<file path="src/rtl/hs_cdc_tx.sv">
// hs_cdc_tx: domain-A source side of a multi-bit req/ack clock-domain crossing.
// Words are queued in a small FIFO and sent with four-phase (MODE=0) or two-phase (MODE=1) signalling.
module hs_cdc_tx #(
    parameter int DATA_W      = 8,
    parameter int FIFO_DEPTH  = 4,
    parameter int SYNC_STAGES = 2,
    parameter int MODE        = 0,
    parameter int TIMEOUT     = 1023
) (
    input  logic                        i_clk_a,
    input  logic                        i_rst_n,
    input  logic [DATA_W-1:0]           i_data,
    input  logic                        i_valid,
    output logic                        o_ready,
    output logic [$clog2(FIFO_DEPTH):0] o_level,
    input  logic                        i_data_ack,
    output logic [DATA_W-1:0]           o_data,
    output logic                        o_data_req,
    output logic                        o_busy,
    output logic                        o_timeout,
    input  logic                        i_err_clr
);
    localparam int AW = $clog2(FIFO_DEPTH);
    localparam int LW = AW + 1;
    localparam int CW = (TIMEOUT > 32'sd0) ? $clog2(TIMEOUT + 32'sd1) : 1;
    localparam bit TWO_PHASE = (MODE != 32'sd0);
    localparam bit TO_EN     = (TIMEOUT != 32'sd0);
    localparam logic [LW-1:0] DEPTH_L = LW'(FIFO_DEPTH);
    localparam logic [CW-1:0] TO_MAX  = CW'(TIMEOUT);
    localparam logic [CW-1:0] TO_LAST = CW'(TIMEOUT - 32'sd1);

    typedef enum logic [1:0] {
        ST_IDLE    = 2'd0,
        ST_SETUP   = 2'd1,
        ST_WAIT_HI = 2'd2,
        ST_WAIT_LO = 2'd3
    } state_t;

    state_t                 state_r, state_nxt_s;
    logic [SYNC_STAGES-1:0] ack_sync_r;
    logic                   ack_s;
    logic [DATA_W-1:0]      mem_r [FIFO_DEPTH];
    logic [LW-1:0]          wptr_r, rptr_r, level_r;
    logic [LW-1:0]          wptr_nxt_s, rptr_nxt_s, level_nxt_s;
    logic                   ready_r, empty_s, wr_s, pop_s;
    logic [DATA_W-1:0]      data_r, data_nxt_s;
    logic                   req_r, req_nxt_s, busy_r, timeout_r, to_set_s;
    logic [CW-1:0]          to_cnt_r, to_cnt_nxt_s;

    assign ack_s       = ack_sync_r[SYNC_STAGES-1];
    assign empty_s     = (wptr_r == rptr_r);
    assign wr_s        = i_valid & ready_r;
    assign wptr_nxt_s  = wptr_r + LW'(wr_s);
    assign rptr_nxt_s  = rptr_r + LW'(pop_s);
    assign level_nxt_s = wptr_nxt_s - rptr_nxt_s;

    assign o_ready    = ready_r;
    assign o_level    = level_r;
    assign o_data     = data_r;
    assign o_data_req = req_r;
    assign o_busy     = busy_r;
    assign o_timeout  = timeout_r;

    // Ack synchroniser chain; the FSM only ever looks at the last stage.
    always_ff @(posedge i_clk_a or negedge i_rst_n) begin
        if (!i_rst_n) begin
            ack_sync_r <= {SYNC_STAGES{1'b0}};
        end else begin
            ack_sync_r <= {ack_sync_r[SYNC_STAGES-2:0], i_data_ack};
        end
    end

    // FIFO storage, pointers and registered occupancy/ready.
    always_ff @(posedge i_clk_a or negedge i_rst_n) begin
        if (!i_rst_n) begin
            wptr_r  <= {LW{1'b0}};
            rptr_r  <= {LW{1'b0}};
            level_r <= {LW{1'b0}};
            ready_r <= 1'b1;
            for (int i = 0; i < FIFO_DEPTH; i++) begin
                mem_r[i] <= {DATA_W{1'b0}};
            end
        end else begin
            if (wr_s) begin
                mem_r[wptr_r[AW-1:0]] <= i_data;
            end
            wptr_r  <= wptr_nxt_s;
            rptr_r  <= rptr_nxt_s;
            level_r <= level_nxt_s;
            ready_r <= (level_nxt_s != DEPTH_L);
        end
    end

    // FSM state register.
    always_ff @(posedge i_clk_a or negedge i_rst_n) begin
        if (!i_rst_n) begin
            state_r <= ST_IDLE;
        end else begin
            state_r <= state_nxt_s;
        end
    end

    // Next-state logic; two-phase mode completes straight from WAIT_HI.
    always_comb begin
        state_nxt_s = state_r;
        case (state_r)
            ST_IDLE: begin
                if (!empty_s) state_nxt_s = ST_SETUP;
                else          state_nxt_s = ST_IDLE;
            end
            ST_SETUP: state_nxt_s = ST_WAIT_HI;
            ST_WAIT_HI: begin
                if (TWO_PHASE) begin
                    if (ack_s == req_r) state_nxt_s = ST_IDLE;
                    else                state_nxt_s = ST_WAIT_HI;
                end else begin
                    if (ack_s) state_nxt_s = ST_WAIT_LO;
                    else       state_nxt_s = ST_WAIT_HI;
                end
            end
            ST_WAIT_LO: begin
                if (!ack_s) state_nxt_s = ST_IDLE;
                else        state_nxt_s = ST_WAIT_LO;
            end
            default: state_nxt_s = ST_IDLE;
        endcase
    end

    // Output next-values: payload only changes on IDLE->SETUP, a cycle ahead of req.
    always_comb begin
        pop_s      = 1'b0;
        data_nxt_s = data_r;
        req_nxt_s  = req_r;
        case (state_r)
            ST_IDLE: begin
                if (!empty_s) begin
                    pop_s      = 1'b1;
                    data_nxt_s = mem_r[rptr_r[AW-1:0]];
                end else begin
                    pop_s      = 1'b0;
                    data_nxt_s = data_r;
                end
            end
            ST_SETUP: req_nxt_s = TWO_PHASE ? ~req_r : 1'b1;
            ST_WAIT_HI: begin
                if (!TWO_PHASE && ack_s) req_nxt_s = 1'b0;
                else                     req_nxt_s = req_r;
            end
            ST_WAIT_LO: req_nxt_s = req_r;
            default: begin
                pop_s      = 1'b0;
                data_nxt_s = data_r;
                req_nxt_s  = req_r;
            end
        endcase
    end

    // Wait-time counter: restarts on any state change, saturates at TIMEOUT.
    always_comb begin
        to_cnt_nxt_s = to_cnt_r;
        to_set_s     = 1'b0;
        if (state_nxt_s != state_r) begin
            to_cnt_nxt_s = {CW{1'b0}};
        end else if ((state_r == ST_WAIT_HI) || (state_r == ST_WAIT_LO)) begin
            if (to_cnt_r != TO_MAX) to_cnt_nxt_s = to_cnt_r + CW'(1'b1);
            else                    to_cnt_nxt_s = to_cnt_r;
            to_set_s = TO_EN && (to_cnt_r == TO_LAST);
        end else begin
            to_cnt_nxt_s = to_cnt_r;
        end
    end

    // Registered outputs and sticky timeout (set beats clear).
    always_ff @(posedge i_clk_a or negedge i_rst_n) begin
        if (!i_rst_n) begin
            data_r    <= {DATA_W{1'b0}};
            req_r     <= 1'b0;
            busy_r    <= 1'b0;
            timeout_r <= 1'b0;
            to_cnt_r  <= {CW{1'b0}};
        end else begin
            data_r   <= data_nxt_s;
            req_r    <= req_nxt_s;
            busy_r   <= (state_nxt_s != ST_IDLE);
            to_cnt_r <= to_cnt_nxt_s;
            if (to_set_s)       timeout_r <= 1'b1;
            else if (i_err_clr) timeout_r <= 1'b0;
            else                timeout_r <= timeout_r;
        end
    end

endmodule

</file>
<file path="config.mk">
export PLATFORM = sky130hd
export DESIGN_NAME = hs_cdc_tx
export DESIGN_NICKNAME = d
export VERILOG_FILES = /design/src/rtl/hs_cdc_tx.sv
export SDC_FILE = /design/constraint.sdc
export NUM_CORES = 1
export LEC_CHECK = 0
export CORE_MARGIN = 5
export CORE_UTILIZATION = 50
export CTS_CLUSTER_DIAMETER = 50
export CTS_CLUSTER_SIZE = 25
export DETAILED_ROUTE_END_ITERATION = 12
export PLACE_DENSITY = 0.77
export SLEW_MARGIN = 20
export SYNTH_ARGS = -nofsm -noshare
export SYNTH_HDL_FRONTEND = slang
export SYNTH_SLANG_ARGS = --single-unit
</file>
<file path="constraint.sdc">
create_clock -name i_clk_a -period 3.3 [get_ports i_clk_a]
set_clock_uncertainty 0.05 [all_clocks]
set_input_delay 0.66 -clock i_clk_a [delete_from_list [all_inputs] [get_ports i_clk_a]]
set_output_delay 0.66 -clock i_clk_a [all_outputs]
set_load 0.05 [all_outputs]
</file>
==> impl_metrics.yaml, run 1 <==
worst_setup_path:
  worstPathCellList: "xor2_1 > nor3_2 > nor3_2 > ha_1 > ha_1 > inv_1 > fa_1 > xor2_1 > nand3b_1"
  r2r-end: "o_ready"
  required_ns: 3.52
  max_stage_delay_ns: 0.69
  crit_path_end_kind: "flip-flop"
  r2r_start: "rptr_r[0]"
  slowest_stage: "dfrtp_1"
  cp_data_arrival_time_ns: 2.78
  rrSetupSlack_ns: 0.74
  crit_type: "reg -> reg"
  ff2ff_path_depth: 9
  cp_max_fo: 10
  start_kind: "flip-flop"
layout:
  area_growth_pct: 17.9
  diodes: 0
  nets: 260
  final_cell_area_um2: 3540
  num-fill-cells: 467
  fin_util_pct: 60.1
  final_layout_size_suffix_gt1_share_pct: 28.3
sta:
  setup_viol: 0
  relSlewSlack_pct: 63.4
  rsz0062_at_grt: "false"
  fin_setup_tns_ns: 0
  hold_violations: 0
  whs_ns: 0.227
  slew_violations: 0
  tightest_slew_ns: 0.549
  fin_crit_sh_pct: 77.6
  fmaxAchievable_mhz: 391
  period_minus_slack_ns: 2.56
logic_synthesis:
  ys_seq_area_share_pct: 55.9
  synth_enable_flop_cells: 0
  yosys_warnings: 0
  synth_area_um2: 3000
  ys_ff_latch: 67
  synth.distinct_cells: 43
  synthArstFlopShare_pct: 100
  avgSynthCellArea_um2: 14.6
  synthFlopType: "dfrtp_1"
  synthesis.nets: 227
  synthesis.instances: 206
pwr:
  total_power_mw: 3.68
  ir_drop_v: 0.000508
  p_leak_nw: 1.52
  pwr_density_cell_nw_per_um2: 1040
grt:
  grt_pass1_vias: 1790
  track_usage_pct: 15.4
  grt_max_degree: 26
  grt_antenna_before_repair: 0
  grt-ovfl-total: 0
  grt_pass1_wl_mm: 8.74
clocking:
  cts_buffers: 9
  clkSinkCount: 67
  post-cts-setup-buffers: 0
  clk_path_buf_depth: 2
  root_buffer: "clkbuf_8"
  cts_tree: "built"
  clock_latency_ns: 0.34
  htree_levels: 3
  cts.clk_slew.worst_paths_ns: 0.07
  ctsResizeCount: 0
  cts_hold_buffers: 0
job:
  drv_cap: 0
placed_design:
  dp_hpwl_mm: 3.55
  place_area_um2: 3330
  io_buffers: 27
  gp_congestion: 0.837
detailed_routing:
  drt_wl_total_mm: 5.01
  vias_per_cell: 5.47
  ant_nets: 0
  vias: 1746
  drt-pass1-iter-count: 4
  avgRoutedWirePerCell_um: 15.7
  route.detailed.drc: 0
  first_iter_violations: 54
die:
  ios: 28
  die-area_um2: 7650
  chipHeight_um: 87.5
  core-area_um2: 5890
  num_rows: 28
  die_w_um: 87.5
  start_util_pct: 51.0
min_path:
  hold_class: "in -> async"
run_status:
  outcome: "complete, no violations"
[worst max-delay path, delay by kind of cell (launching register included)]
family                     cells  cell delay (ns)
xor gates and xnor gates       2             0.36
buffers and inverters          1             0.06
DFF                            1             0.69
adders and majority gates      3             0.87
and+or+nand+nor                3             0.46
[worst max-delay path by stage]
| stage | startpoint | end | slack [ns] | cells after the start |
|---|---|---|---|---|
| final | rptr_r[0] | o_ready | 0.74 | 9 |
| after global routing | rptr_r[0] | o_ready | 0.52 | 9 |
| after CTS | rptr_r[0] | o_ready | 0.72 | 9 |
| after detailed placement | i_valid | o_ready | 0.65 | 9 |
| after global placement | i_valid | o_ready | 0.72 | 7 |
| after floorplan | rptr_r[0] | o_ready | 0.90 | 11 |
[metal layers]
layer  vias to the layer above  track usage [%]  wire length (um)
met2                        39             22.7              2420
li1                        821                -                 -
met4                         0             9.21               120
met5                         -                0                 0
met3                         9             3.88               204
met1                       877             20.6              2260
[kinds of logic after synthesis]
group / share of synthesized area (%)
compound gates: 4.46
simple gates: 7.67
flops: 55.9
mux: 22.4
xor+xnor: 3.21
fa+ha+maj: 3.59
buf+inv: 2.75
[cell type report]
type | count | area [um2] | share of cell area (%)
tap | 75 | 93.8 | 2.65
clock inverter | 4 | 47.5 | 1.34
sequential | 67 | 1680 | 47.4
timing repair buffer | 30 | 288 | 8.13
inverter | 7 | 26.3 | 0.743
multi-input combinational | 124 | 1240 | 35.0
clock buffer | 12 | 165 | 4.67
[synthesized netlist by cell type, types with 2 or more instances]
master	number	area, um2
dfrtp_1	66	1650
mux2_2	33	372
nor2_1	9	33.8
xor2_1	9	78.8
ha_1	7	87.6
inv_1	7	26.3
mux2_4	7	105
a21oi_1	5	25.0
nand3_1	5	25.0
mux4_1	4	105
mux4_2	4	90.1
buf_2	3	15.0
buf_6	3	33.8
nand2_1	3	11.3
nand3b_1	3	22.5
a311oi_1	2	17.5
and3_1	2	12.5
and4_1	2	17.5
clkbuf_1	2	7.51
nand4_1	2	12.5
nor3_1	2	10.0
nor3_2	2	20.0
o21ai_0	2	10.0
or3_1	2	12.5
xnor2_1	2	17.5
[metrics by stage]
stage	setup WS (ns)	std cells
floorplan	0.898	206
global placement	0.717	303
detailed placement	0.650	303
CTS	0.719	319
global route	0.520	319
finish	0.740	319
[cells in the final DEF (no fill, tap or decap), drive strengths merged, types with 3 or more instances in the layout]
cell / Yosys / routed
nand3b: 3 / 3
mux2: 40 / 40
mux4: 8 / 8
buf: 6 / 4
nand3: 5 / 5
nor3: 4 / 4
clkdlybuf4s50: 0 / 26
nor2: 9 / 9
nand2: 3 / 3
xor2: 9 / 9
clkbuf: 2 / 12
dfrtp: 66 / 66
ha: 7 / 7
a21oi: 6 / 6
inv: 7 / 7
[report_power, final]
| part | switching, mW | internal (mW) |
|---|---|---|
| logic | 0.735 | 0.786 |
| clock network | 0.300 | 0.408 |
| registers | 0.265 | 1.18 |
[state kept, by name (all words and copies together), names as in the netlist]
register / flops
mem_r: 32
to_cnt_r: 10
o_data: 8
o_level: 3
rptr_r: 3
wptr_r: 3
ack_sync_r: 2
state_r: 2
o_busy: 1
o_data_req: 1
o_ready: 1
o_timeout: 1
Power figures use the tool's default switching activity.
==> run 2, diff against run 1 <==
- clock period: 3.3 -> 2.45 ns (I/O delays scaled with it)
==> run 2 against run 1 <==
  * Critical path depth unchanged
  * Largest cell class unchanged
  * Largest power group unchanged
  * Register-to-register slack lost 0.52 ns
  * Cell count up 1.9%
  * Critical path type unchanged
==> impl_metrics.yaml, run 2 (synthesis results as in run 1) <==
sta:
  slew_violations: 0
  rsz0062_at_grt: "false"
  hold_violations: 0
  setup_viol: 0
  fin_crit_sh_pct: 91.2
  period_minus_slack_ns: 2.23
  fmaxAchievable_mhz: 448
  tightest_slew_ns: 0.506
  relSlewSlack_pct: 66.2
  fin_setup_tns_ns: 0
layout:
  final_common_cell: "dfrtp_1"
  top_register: "mem_r"
  diodes: 0
  final_layout_size_suffix_gt1_share_pct: 29.6
  fin_util_pct: 60.8
  area_growth_pct: 19.3
  layout_common_cells: "66 x dfrtp_1, 33 x mux2_2, 26 x clkdlybuf4s50_1"
  nets: 266
  largest_register_ffs: 32
die:
  num_rows: 28
  chipHeight_um: 87.5
  core-area_um2: 5890
  die-area_um2: 7650
  die_w_um: 87.5
  ios: 28
  start_util_pct: 51.0
grt:
  grt_max_degree: 48
  grt_pass1_wl_mm: 8.60
  grt_antenna_before_repair: 0
  grt_pass1_vias: 1792
  track_usage_pct: 15.0
  grt-ovfl-total: 0
worst_setup_path:
  worstPathCellList: "xor2_1 > nor3_2 > nor3_2 > ha_1 > ha_1 > inv_1 > fa_1 > xor2_1 > nand3b_1"
  required_ns: 2.65
  crit_path_end_kind: "flip-flop"
  start_kind: "flip-flop"
  ff2ff_path_depth: 9
  cp_max_fo: 2
  slowest_stage: "fa_1"
  cp_top_family: "adder cells"
  cp.depth: 9
  crit_type: "reg -> reg"
  rrSetupSlack_ns: 0.22
  worst-path-buf-inv: 1
  cp_data_arrival_time_ns: 2.44
  max_stage_delay_ns: 0.40
pwr:
  ir_drop_v: 0.000680
  total_power_mw: 4.97
  p_leak_nw: 1.55
  pwr_density_cell_nw_per_um2: 1390
clocking:
  clkSinkCount: 67
  ctsResizeCount: 0
  root_buffer: "clkbuf_8"
  htree_levels: 3
  cts.clk_slew.worst_paths_ns: 0.07
  cts_tree: "built"
  post-cts-setup-buffers: 0
  cts_buffers: 9
  clock_latency_ns: 0.33
  cts_hold_buffers: 0
  clk_path_buf_depth: 2
min_path:
  hold_class: "in -> async"
placed_design:
  io_buffers: 27
  dp_hpwl_mm: 3.41
  gp_congestion: 0.792
detailed_routing:
  route.detailed.drc: 0
  drt-pass1-iter-count: 4
  ant_nets: 0
  avgRoutedWirePerCell_um: 15.5
  drt_wl_total_mm: 5.03
  vias: 1761
  first_iter_violations: 60
  vias_per_cell: 5.42
job:
  drv_cap: 0
run_status:
  outcome: "complete, no violations"
run 2: cell count changes in the layout (fill, tap and decap cells not counted), sizes merged:
cell,previous run,this run
clkinv,2,4
buf,4,10
clkinvlp,1,0
clkbuf,12,11
run 2: worst paths after layout:
kind | to | start
worst max-delay path | o_ready | wptr_r[0]
worst min-delay path | to_cnt_r[5] | i_rst_n
worst max register to register | o_ready | wptr_r[0]
worst min register to register | ack_sync_r[1] | ack_sync_r[0]
max in group asynchronous | to_cnt_r[0] | i_rst_n
min in group i_clk_a | ack_sync_r[1] | ack_sync_r[0]
run 2: worst reg2reg max path, cell delays in order, from the launching register on:
cell      delay (ns)
dfrtp_1         0.39
xor2_1          0.17
nor3_2          0.26
nor3_2          0.08
ha_1            0.19
ha_1            0.28
inv_1           0.05
fa_1            0.40
xor2_1          0.20
nand3b_1        0.10
run 2: report_power, final:
group	total [mW]	internal (mW)	switching, mW
logic	2.24	1.12	1.12
clock network	0.891	0.494	0.397
registers	1.83	1.59	0.240
run 2: per-layer routing:
| layer | track usage (%) | part of all wire (%) |
|---|---|---|
| met3 | 4.07 | 3.6 |
| met4 | 6.69 | 1.5 |
| met2 | 22.9 | 49 |
| met1 | 19.9 | 46 |
| met5 | 0 | 0 |
run 2: per-stage QoR:
stage	area [um2]	hold slack [ns]	std cells	setup WS, ns
after floorplan	3000	0.144	206	0.0479
after global placement	3380	0.288	309	0.0811
after detailed placement	3380	0.286	309	0.0420
after CTS	3580	0.0676	325	0.201
after global routing	3580	0.0950	325	0.0382
final	3580	0.0651	325	0.215
run 2: cell type report:
class | instances | area (um2)
clock buffers | 11 | 141
clock inverters | 5 | 53.8
fillers | 457 | 2310
inverters | 7 | 26.3
multi-input cells | 124 | 1240
flip-flops and latches | 67 | 1680
well taps | 75 | 93.8
repair buffers | 36 | 345
